<file path="config.mk">
export PLATFORM = sky130hd
export DESIGN_NAME = midi_note_tx
export DESIGN_NICKNAME = d
export VERILOG_FILES = /design/src/rtl/midi_pkg.sv /design/src/rtl/midi_uart_tx.sv /design/src/rtl/midi_note_tx.sv
export SDC_FILE = /design/constraint.sdc
export NUM_CORES = 1
export LEC_CHECK = 0
export CAP_MARGIN = 10
export CORE_ASPECT_RATIO = 0.7
export CORE_MARGIN = 5
export CORE_UTILIZATION = 35
export DETAILED_ROUTE_END_ITERATION = 7
export GPL_TIMING_DRIVEN = 1
export PLACE_DENSITY = 0.62
export SETUP_SLACK_MARGIN = 0.4
export SLEW_MARGIN = 20
export SYNTH_ARGS = -nofsm -noshare
export SYNTH_HDL_FRONTEND = slang
export SYNTH_SLANG_ARGS = --single-unit
</file>
<file path="constraint.sdc">
create_clock -name clk -period 4.8 [get_ports clk]
set_clock_uncertainty 0.2 [all_clocks]
set_input_delay 1.2 -clock clk [delete_from_list [all_inputs] [get_ports clk]]
set_output_delay 1.2 -clock clk [all_outputs]
set_load 0.01 [all_outputs]
</file>
<file path="src/rtl/midi_pkg.sv">
// MIDI note transmitter shared definitions: status nibbles, the buffered
// event record, FSM state types and a helper that forms message bytes.
package midi_pkg;

  localparam logic [3:0] MIDI_NOTE_ON  = 4'h9;
  localparam logic [3:0] MIDI_NOTE_OFF = 4'h8;

  typedef struct packed {
    logic       on;
    logic [3:0] channel;
    logic [6:0] note;
    logic [6:0] velocity;
  } midi_event_t;

  typedef enum logic [1:0] {
    TX_IDLE,
    TX_START,
    TX_DATA,
    TX_STOP
  } uart_state_t;

  typedef enum logic {
    SEQ_IDLE,
    SEQ_SEND
  } seq_state_t;

  // Byte idx of the 3-byte message: 0 = status, 1 = note, 2 = velocity.
  function automatic logic [7:0] midi_byte(input midi_event_t ev, input logic [1:0] idx);
    case (idx)
      2'd0:    midi_byte = {(ev.on ? MIDI_NOTE_ON : MIDI_NOTE_OFF), ev.channel};
      2'd1:    midi_byte = {1'b0, ev.note};
      default: midi_byte = {1'b0, ev.velocity};
    endcase
  endfunction

endpackage

</file>
<file path="src/rtl/midi_uart_tx.sv">
// 8N1 byte serializer for the MIDI line.
//   clk, reset  : system clock, synchronous active-high reset
//   byte_valid  : byte_data is offered; taken when idle or in the last
//                 cycle of a stop bit (byte_done), so bytes chain gap-free
//   byte_data   : byte to send, LSB first
//   byte_done   : high in the final cycle of the stop bit
//   txd         : registered serial output, idles high
module midi_uart_tx
  import midi_pkg::*;
#(
  parameter int unsigned CLK_FREQUENCY = 50_000_000,
  parameter int unsigned BAUD          = 31250
) (
  input  logic       clk,
  input  logic       reset,
  input  logic       byte_valid,
  input  logic [7:0] byte_data,
  output logic       byte_done,
  output logic       txd
);

  localparam int unsigned DIV = CLK_FREQUENCY / BAUD;
  localparam int unsigned CW  = (DIV > 1) ? $clog2(DIV) : 1;
  localparam logic [CW-1:0] LAST = CW'(DIV - 1);

  uart_state_t   state, state_n;
  logic [CW-1:0] baud_cnt, baud_cnt_n;
  logic [2:0]    bit_cnt, bit_cnt_n;
  logic [7:0]    shift, shift_n;
  logic          txd_n;
  logic          bit_end;

  assign bit_end   = (baud_cnt == LAST);
  assign byte_done = (state == TX_STOP) && bit_end;

  always_comb begin
    state_n    = state;
    baud_cnt_n = baud_cnt;
    bit_cnt_n  = bit_cnt;
    shift_n    = shift;
    txd_n      = txd;
    if (byte_valid && ((state == TX_IDLE) || byte_done)) begin
      state_n    = TX_START;
      baud_cnt_n = '0;
      bit_cnt_n  = '0;
      shift_n    = byte_data;
      txd_n      = 1'b0;
    end else begin
      case (state)
        TX_IDLE: txd_n = 1'b1;
        TX_START: begin
          if (bit_end) begin
            baud_cnt_n = '0;
            state_n    = TX_DATA;
            txd_n      = shift[0];
          end else begin
            baud_cnt_n = baud_cnt + CW'(1);
          end
        end
        TX_DATA: begin
          if (bit_end) begin
            baud_cnt_n = '0;
            if (bit_cnt == 3'd7) begin
              state_n = TX_STOP;
              txd_n   = 1'b1;
            end else begin
              bit_cnt_n = bit_cnt + 3'd1;
              shift_n   = {1'b0, shift[7:1]};
              txd_n     = shift[1];
            end
          end else begin
            baud_cnt_n = baud_cnt + CW'(1);
          end
        end
        TX_STOP: begin
          if (bit_end) begin
            baud_cnt_n = '0;
            state_n    = TX_IDLE;
            txd_n      = 1'b1;
          end else begin
            baud_cnt_n = baud_cnt + CW'(1);
          end
        end
      endcase
    end
  end

  always_ff @(posedge clk) begin
    if (reset) begin
      state    <= TX_IDLE;
      baud_cnt <= '0;
      bit_cnt  <= '0;
      shift    <= '0;
      txd      <= 1'b1;
    end else begin
      state    <= state_n;
      baud_cnt <= baud_cnt_n;
      bit_cnt  <= bit_cnt_n;
      shift    <= shift_n;
      txd      <= txd_n;
    end
  end

endmodule

</file>
<file path="src/rtl/midi_note_tx.sv">
// Buffers note events in a small FIFO and sends each as a 3-byte MIDI
// Note On / Note Off message on the 31250-baud line.
//   clk, reset   : system clock, synchronous active-high reset
//   ev_valid/ev_ready : event handshake, accepted when both high
//   ev_on, ev_note, ev_velocity, ev_channel : event fields
//   midi_txd     : registered serial output, idles high
//   busy         : message in flight or FIFO non-empty
//   fifo_level   : number of stored events
module midi_note_tx
  import midi_pkg::*;
#(
  parameter int unsigned CLK_FREQUENCY = 50_000_000,
  parameter int unsigned BAUD          = 31250,
  parameter int unsigned FIFO_DEPTH    = 4
) (
  input  logic                          clk,
  input  logic                          reset,
  input  logic                          ev_valid,
  output logic                          ev_ready,
  input  logic                          ev_on,
  input  logic [6:0]                    ev_note,
  input  logic [6:0]                    ev_velocity,
  input  logic [3:0]                    ev_channel,
  output logic                          midi_txd,
  output logic                          busy,
  output logic [$clog2(FIFO_DEPTH):0]   fifo_level
);

  localparam int unsigned AW = $clog2(FIFO_DEPTH);
  localparam logic [AW:0] FULL_LEVEL = (AW+1)'(FIFO_DEPTH);

  midi_event_t mem [FIFO_DEPTH];
  logic [AW:0] wr_ptr, rd_ptr;
  midi_event_t head;
  logic        push, pop;

  seq_state_t  seq, seq_n;
  logic [1:0]  bidx, bidx_n;
  midi_event_t msg;
  logic        byte_valid, byte_done;
  logic [7:0]  byte_data;

  assign fifo_level = wr_ptr - rd_ptr;
  assign ev_ready   = (fifo_level != FULL_LEVEL);
  assign push       = ev_valid && ev_ready;
  assign head       = mem[rd_ptr[AW-1:0]];
  assign busy       = (seq != SEQ_IDLE) || (fifo_level != '0);

  always_ff @(posedge clk) begin
    if (push) mem[wr_ptr[AW-1:0]] <= {ev_on, ev_channel, ev_note, ev_velocity};
  end

  always_ff @(posedge clk) begin
    if (reset) begin
      wr_ptr <= '0;
      rd_ptr <= '0;
    end else begin
      if (push) wr_ptr <= wr_ptr + (AW+1)'(1);
      if (pop)  rd_ptr <= rd_ptr + (AW+1)'(1);
    end
  end

  // Next byte is offered in the serializer's final stop-bit cycle, and a
  // pop feeds the status byte straight from the FIFO head, so the line
  // never idles between bytes or queued messages.
  always_comb begin
    seq_n      = seq;
    bidx_n     = bidx;
    pop        = 1'b0;
    byte_valid = 1'b0;
    byte_data  = '0;
    case (seq)
      SEQ_IDLE: begin
        if (fifo_level != '0) begin
          pop        = 1'b1;
          byte_valid = 1'b1;
          byte_data  = midi_byte(head, 2'd0);
          bidx_n     = '0;
          seq_n      = SEQ_SEND;
        end
      end
      SEQ_SEND: begin
        if (byte_done) begin
          if (bidx < 2'd2) begin
            bidx_n     = bidx + 2'd1;
            byte_valid = 1'b1;
            byte_data  = midi_byte(msg, bidx + 2'd1);
          end else if (fifo_level != '0) begin
            pop        = 1'b1;
            byte_valid = 1'b1;
            byte_data  = midi_byte(head, 2'd0);
            bidx_n     = '0;
          end else begin
            seq_n = SEQ_IDLE;
          end
        end
      end
    endcase
  end

  always_ff @(posedge clk) begin
    if (reset) begin
      seq  <= SEQ_IDLE;
      bidx <= '0;
      msg  <= '0;
    end else begin
      seq  <= seq_n;
      bidx <= bidx_n;
      if (pop) msg <= head;
    end
  end

  midi_uart_tx #(
    .CLK_FREQUENCY(CLK_FREQUENCY),
    .BAUD         (BAUD)
  ) u_uart (
    .clk       (clk),
    .reset     (reset),
    .byte_valid(byte_valid),
    .byte_data (byte_data),
    .byte_done (byte_done),
    .txd       (midi_txd)
  );

endmodule

</file>
After elaboration in Yosys (flattened, before gate mapping)
Memory sizes are Yosys's and may differ from the RTL's. A register that Yosys moved wholly into a read port is not among the register bits. Index checks and enable logic that the tools add are counted. W data, S select, Z words.

Register bits: 53. RAM bits: 76. Output and inout bits: 6. Memories kept: 1.

$add $sub $neg: 6. Magnitude comparators: 1. Equal/unequal tests: 17. Muxes and demuxes: 41. Bitwise operators: 2. Reductions and logical operators: 19.

Memories: mem (words 4, bits a word 19, read ports 1, clocked after memory_dff 1, write ports 1, RTL line midi_note_tx.sv:32) `midi_event_t mem [FIFO_DEPTH];`.

Operators with widths (count): $mux W8 (7); $pmux W8 S2 (2); $mux W2 (9); $mux W1 (16); $ne A2 B1 Y1 const B (6); $add A11 B1 Y11 const B (1); $eq A11 B11 Y1 const B (1); $mux W11 (1); $reduce_and A5 Y1 (2); $add A3 B1 Y3 const B (3); $ne A3 B1 Y1 const B (3); $reduce_and A3 Y1 (3); $pmux W1 S2 (3); $pmux W2 S3 (1); $reduce_bool A3 Y1 (2); $eq A2 B1 Y1 const B (2); $eq A2 B2 Y1 const B (2); $logic_not A2 Y1 (2); $pmux W1 S4 (1); $pmux W2 S2 (1); $reduce_bool A2 Y1 (2); $reduce_bool A4 Y1 (1); $eq A3 B3 Y1 const B (1); $logic_and A1 B1 Y1 (3); 9 further kinds (11).

Longest topological paths before layout
Word-level depth: 9. Gate-level depth with buffers: 9.

Hierarchy
From an unflattened synthesis, not the netlist that was laid out.

Cell total of the unflattened synthesis: 435. Area total of the unflattened synthesis: 5853.1 µm².

Modules (own cells, without submodules): midi_note_tx (instances 1, cells each 294, area an instance 4524.3 µm², seq. area each 2882.8 µm²); midi_uart_tx (instances 1, cells each 141, area an instance 1328.8 µm², seq. area each 500.5 µm²).

Least setup slack after synthesis
Ideal clock, no wire load.

Path type: reg2out. Start: register wr_ptr[0]. End: output port busy. Arrival: 1.736 ns. Path slack: 1.664 ns. Cell stages (with the launch flop): 7. Buffers on the path: 0. Cell sequence: dfxtp_1 inv_1 ha_1 fa_1 xor3_1 nor2_1 nand2_1.

Cells in the longest elaborated chain, start to end: 3.

RTL lines: start, declared (RTL line midi_note_tx.sv:33) `logic [AW:0] wr_ptr, rd_ptr;`; start signal, assigned (RTL line midi_note_tx.sv:58) `if (push) wr_ptr <= wr_ptr + (AW+1)'(1);`; $sub A3 B3 Y3 (RTL line midi_note_tx.sv:43) `assign fifo_level = wr_ptr - rd_ptr;`; via fifo_level[2] (RTL line midi_note_tx.sv:26) `output logic [$clog2(FIFO_DEPTH):0] fifo_level`; $reduce_bool A3 Y1 (RTL line midi_note_tx.sv:47) `assign busy = (seq != SEQ_IDLE) || (fifo_level != '0);`; $logic_or A1 B1 Y1 (RTL line midi_note_tx.sv:47); end, declared (RTL line midi_note_tx.sv:25) `output logic busy,`.

The timed path passes the listed nets, and every way through them passes these cells.

Worst setup path after layout
Start: register wr_ptr[0]. End: output port busy.

Cells in the longest elaborated chain, start to end: 3.

RTL lines (RTL line): $sub A3 B3 Y3 (midi_note_tx.sv:43); $reduce_bool A3 Y1 (midi_note_tx.sv:47); $logic_or A1 B1 Y1 (midi_note_tx.sv:47).

Every way passes these cells.

==> impl_metrics.toml <==
[outcome]
status = "finished, final reports clean"

[synthesis]
async_flop_share = 0
netlist_instances = 429
ys_ff_latch = 131
synth_nets = 470
avgSynthCellArea_um2 = 13.0
synth_cell_types = 53
synthMuxAreaShare = 0.109
yosysWarnings = 0
synth_ff_type = "edfxtp_1"
synth_area_um2 = 5600
yosysSeqAreaShare = 0.605
synthSimpleGateAreaFrac = 0.121
synth_top_family_by_area = "simple AND/OR/NAND/NOR gates"
netlist.area_leader.share = 0.408
synth_compound_area_frac = 0.0782
synthTopCellsByArea = "edfxtp_1, dfxtp_1, mux4_2, ha_1, mux2i_1"
synth_edf_count = 76
synth_xor_area_frac = 0.0215
synth_fa_ha_area_frac = 0.0438
synth.largest_area_cell = "edfxtp_1"

[timing]
slew_viol_final = 0
rsz0062_at_grt = "false"
final.setup.worst_slack_ns = 0.655
finalSetupTns_ns = 0
period_share = 0.864
setup-violations-final = 0
hold_viol = 0
tightest_slew_ns = 1.02
fmax_mhz = 241
fin_crit_ns = 4.15
whs_ns = 0.262
slew-limit-headroom = 0.317

[clock_tree]
clk_path_buf_depth = 2
clk_pin_slew_ns = 0.06
post_cts_buffers = 0
cts-root-buf = "clkbuf_16"
htreeDepth = 4
worstSkewPairLatency_ns = 0.41
clock-sinks = 131
cts_buffers = 17
cts_tree = "done"

[worst_setup_path]
crit_required_ns = 3.40
worstSetupEndpointType = "primary output"
rr_worst_depth = 7
crit_type = "reg -> out"
r2r_end = "mem[3][6]"
worstPathMaxFanout = 5
r2r_slack_ns = 1.75
slowest_stage = "clkdlybuf4s50_1"
path_cells = "inv_1 > ha_1 > fa_1 > xor3_1 > nor2_2 > nand2_1 > clkdlybuf4s50_1"
path_delay_family = "buffers and inverters"
reg2reg_from = "wr_ptr[0]"
max_stage_delay_ns = 0.50
cp.buffers_inverters = 2
arrival_ns = 2.75
startpoint_type = "register"

[finish]
final_layout_size_suffix_gt1_frac = 0.144
antenna_cells = 0
nNetsFinal = 506
nFillCells = 1446
final_cell_mix = "edfxtp_1, dfxtp_1, nor2_1, nand2_1, clkdlybuf4s50_1"
syn_to_final_growth_pct = 18.8
design_area_um2 = 6650
final_common_cell = "edfxtp_1"

[power_and_ir_drop]
power_density_nw_per_um2 = 616
intPower_mw = 2.74
p_total_mw = 4.10
clkPwrFrac = 0.296
power_switching_mw = 1.36
peakVddDrop_v = 0.000300
swShare = 0.331
p_leak_nw = 2.30
pwr-share-seq = 0.377
combPwrFrac = 0.326

[routing]
dr_total_vias = 3483
antenna_left = 0
drc = 0
drt_wl_total_mm = 11.3
via_per_inst = 5.14
dr.pass1.iters = 4
routedWlPerCell_um = 16.6
drtIter0Drc = 192

[flow_run]
cap_violations = 0

[global_route]
overflow = 0
grt_max_degree = 37
grt_use_total = 0.128
antenna_found_initial = 0
grt_pass1_wl_mm = 18.5
grt_pass1_vias = 3592

[min_path]
worstHoldPathCells = 2
min_from = "u_uart.bit_cnt[2]"
hp-class = "reg -> reg"
holdPathEnd = "u_uart.bit_cnt[2]"

[placement]
placed_area_um2 = 6090
gp_congestion = 0.847
portBuffers = 27
dp_slack_ns = 0.979
dpl.hpwl_mm = 7.48

[die]
die_width_um = 161
die_y_um = 116
start_util = 0.359
fp-row-count = 38
io_pins = 28
dieArea_um2 = 18700
core_um2 = 15600
[timing repair]
| action | 4_1_cts | 5_1_grt |
|---|---|---|
| hold buffers | 0 | 0 |
| endpoints found under the setup margin | 0 | 1 |
| resized for setup | 0 | 1 |
| hold endpoints to repair | 0 | 0 |
[worst reg2reg max path: stages, from the launching register on]
cell     delay, ns
dfxtp_1       0.40
inv_1         0.12
ha_1          0.22
fa_1          0.37
xor3_1        0.27
a31oi_1       0.53
and2_1        0.25
buf_4         0.34
[cell type report]
cell class              instances  area [µm²]  share of cell area
clock inverters                15         131              0.0198
repair buffers                 34         323              0.0486
well taps                     200         250              0.0376
inverters                      12        45.0             0.00678
flip-flops and latches        131        3380               0.509
multi-input cells             269        2090               0.314
clock buffers                  17         425              0.0640
[power by group through the flow]
stage / clock, mW / combinational (mW) / sequential [mW]
floorplan: 0 / 1.02 / 1.51
global route: 1.29 / 1.49 / 1.57
global placement: 0 / 1.31 / 1.56
detailed placement: 0 / 1.35 / 1.57
CTS: 1.24 / 1.35 / 1.55
finish: 1.21 / 1.34 / 1.55
[metrics by stage]
stage | std cells | utilization
floorplan | 429 | -
global placement | 646 | 0.390
detailed placement | 646 | 0.390
CTS | 678 | 0.426
global route | 678 | 0.426
finish | 678 | 0.426
[cell families after synthesis]
kind of cell    Yosys count
flops                   131
mux                      37
buf+inv                  29
fa+ha+maj                19
simple gates            136
xor+xnor                 12
compound gates           65
[flip-flops by register name, indices dropped and copies added (netlist names), named ones only]
register	cells
mem	76
msg	19
u_uart.baud_cnt	11
u_uart.shift	8
rd_ptr	3
u_uart.bit_cnt	3
wr_ptr	3
bidx	2
u_uart.state	2
seq	1
u_uart.txd	1
[cell usage after synthesis (all sizes together), types with 7 or more instances]
| master | n |
|---|---|
| ha | 18 |
| nor2 | 43 |
| clkbuf | 10 |
| nand3 | 9 |
| nor3 | 11 |
| inv | 12 |
| mux2i | 17 |
| nand2 | 34 |
| mux4 | 19 |
| and3 | 10 |
| a21oi | 17 |
| xnor2 | 9 |
| dfxtp | 55 |
| buf | 7 |
| o21ai | 14 |
| edfxtp | 76 |
[routing by layer]
metal  part of all wire  vias to the layer above  global-route usage
li1                   -                     1672                   -
met1               0.50                     1744               0.178
met2               0.46                       57               0.197
met3              0.033                       10              0.0295
met4             0.0085                        0              0.0528
met5                  0                        -                   0
[worst max-delay path by stage]
stage	startpoint	endpoint	cells past startpoint
2_1_floorplan	wr_ptr[0]	busy	6
3_3_place_gp	wr_ptr[0]	busy	7
3_5_place_dp	wr_ptr[0]	busy	7
4_1_cts	wr_ptr[0]	busy	7
5_1_grt	wr_ptr[0]	busy	7
6_report	wr_ptr[0]	busy	7
Power figures use the tool's default switching activity.
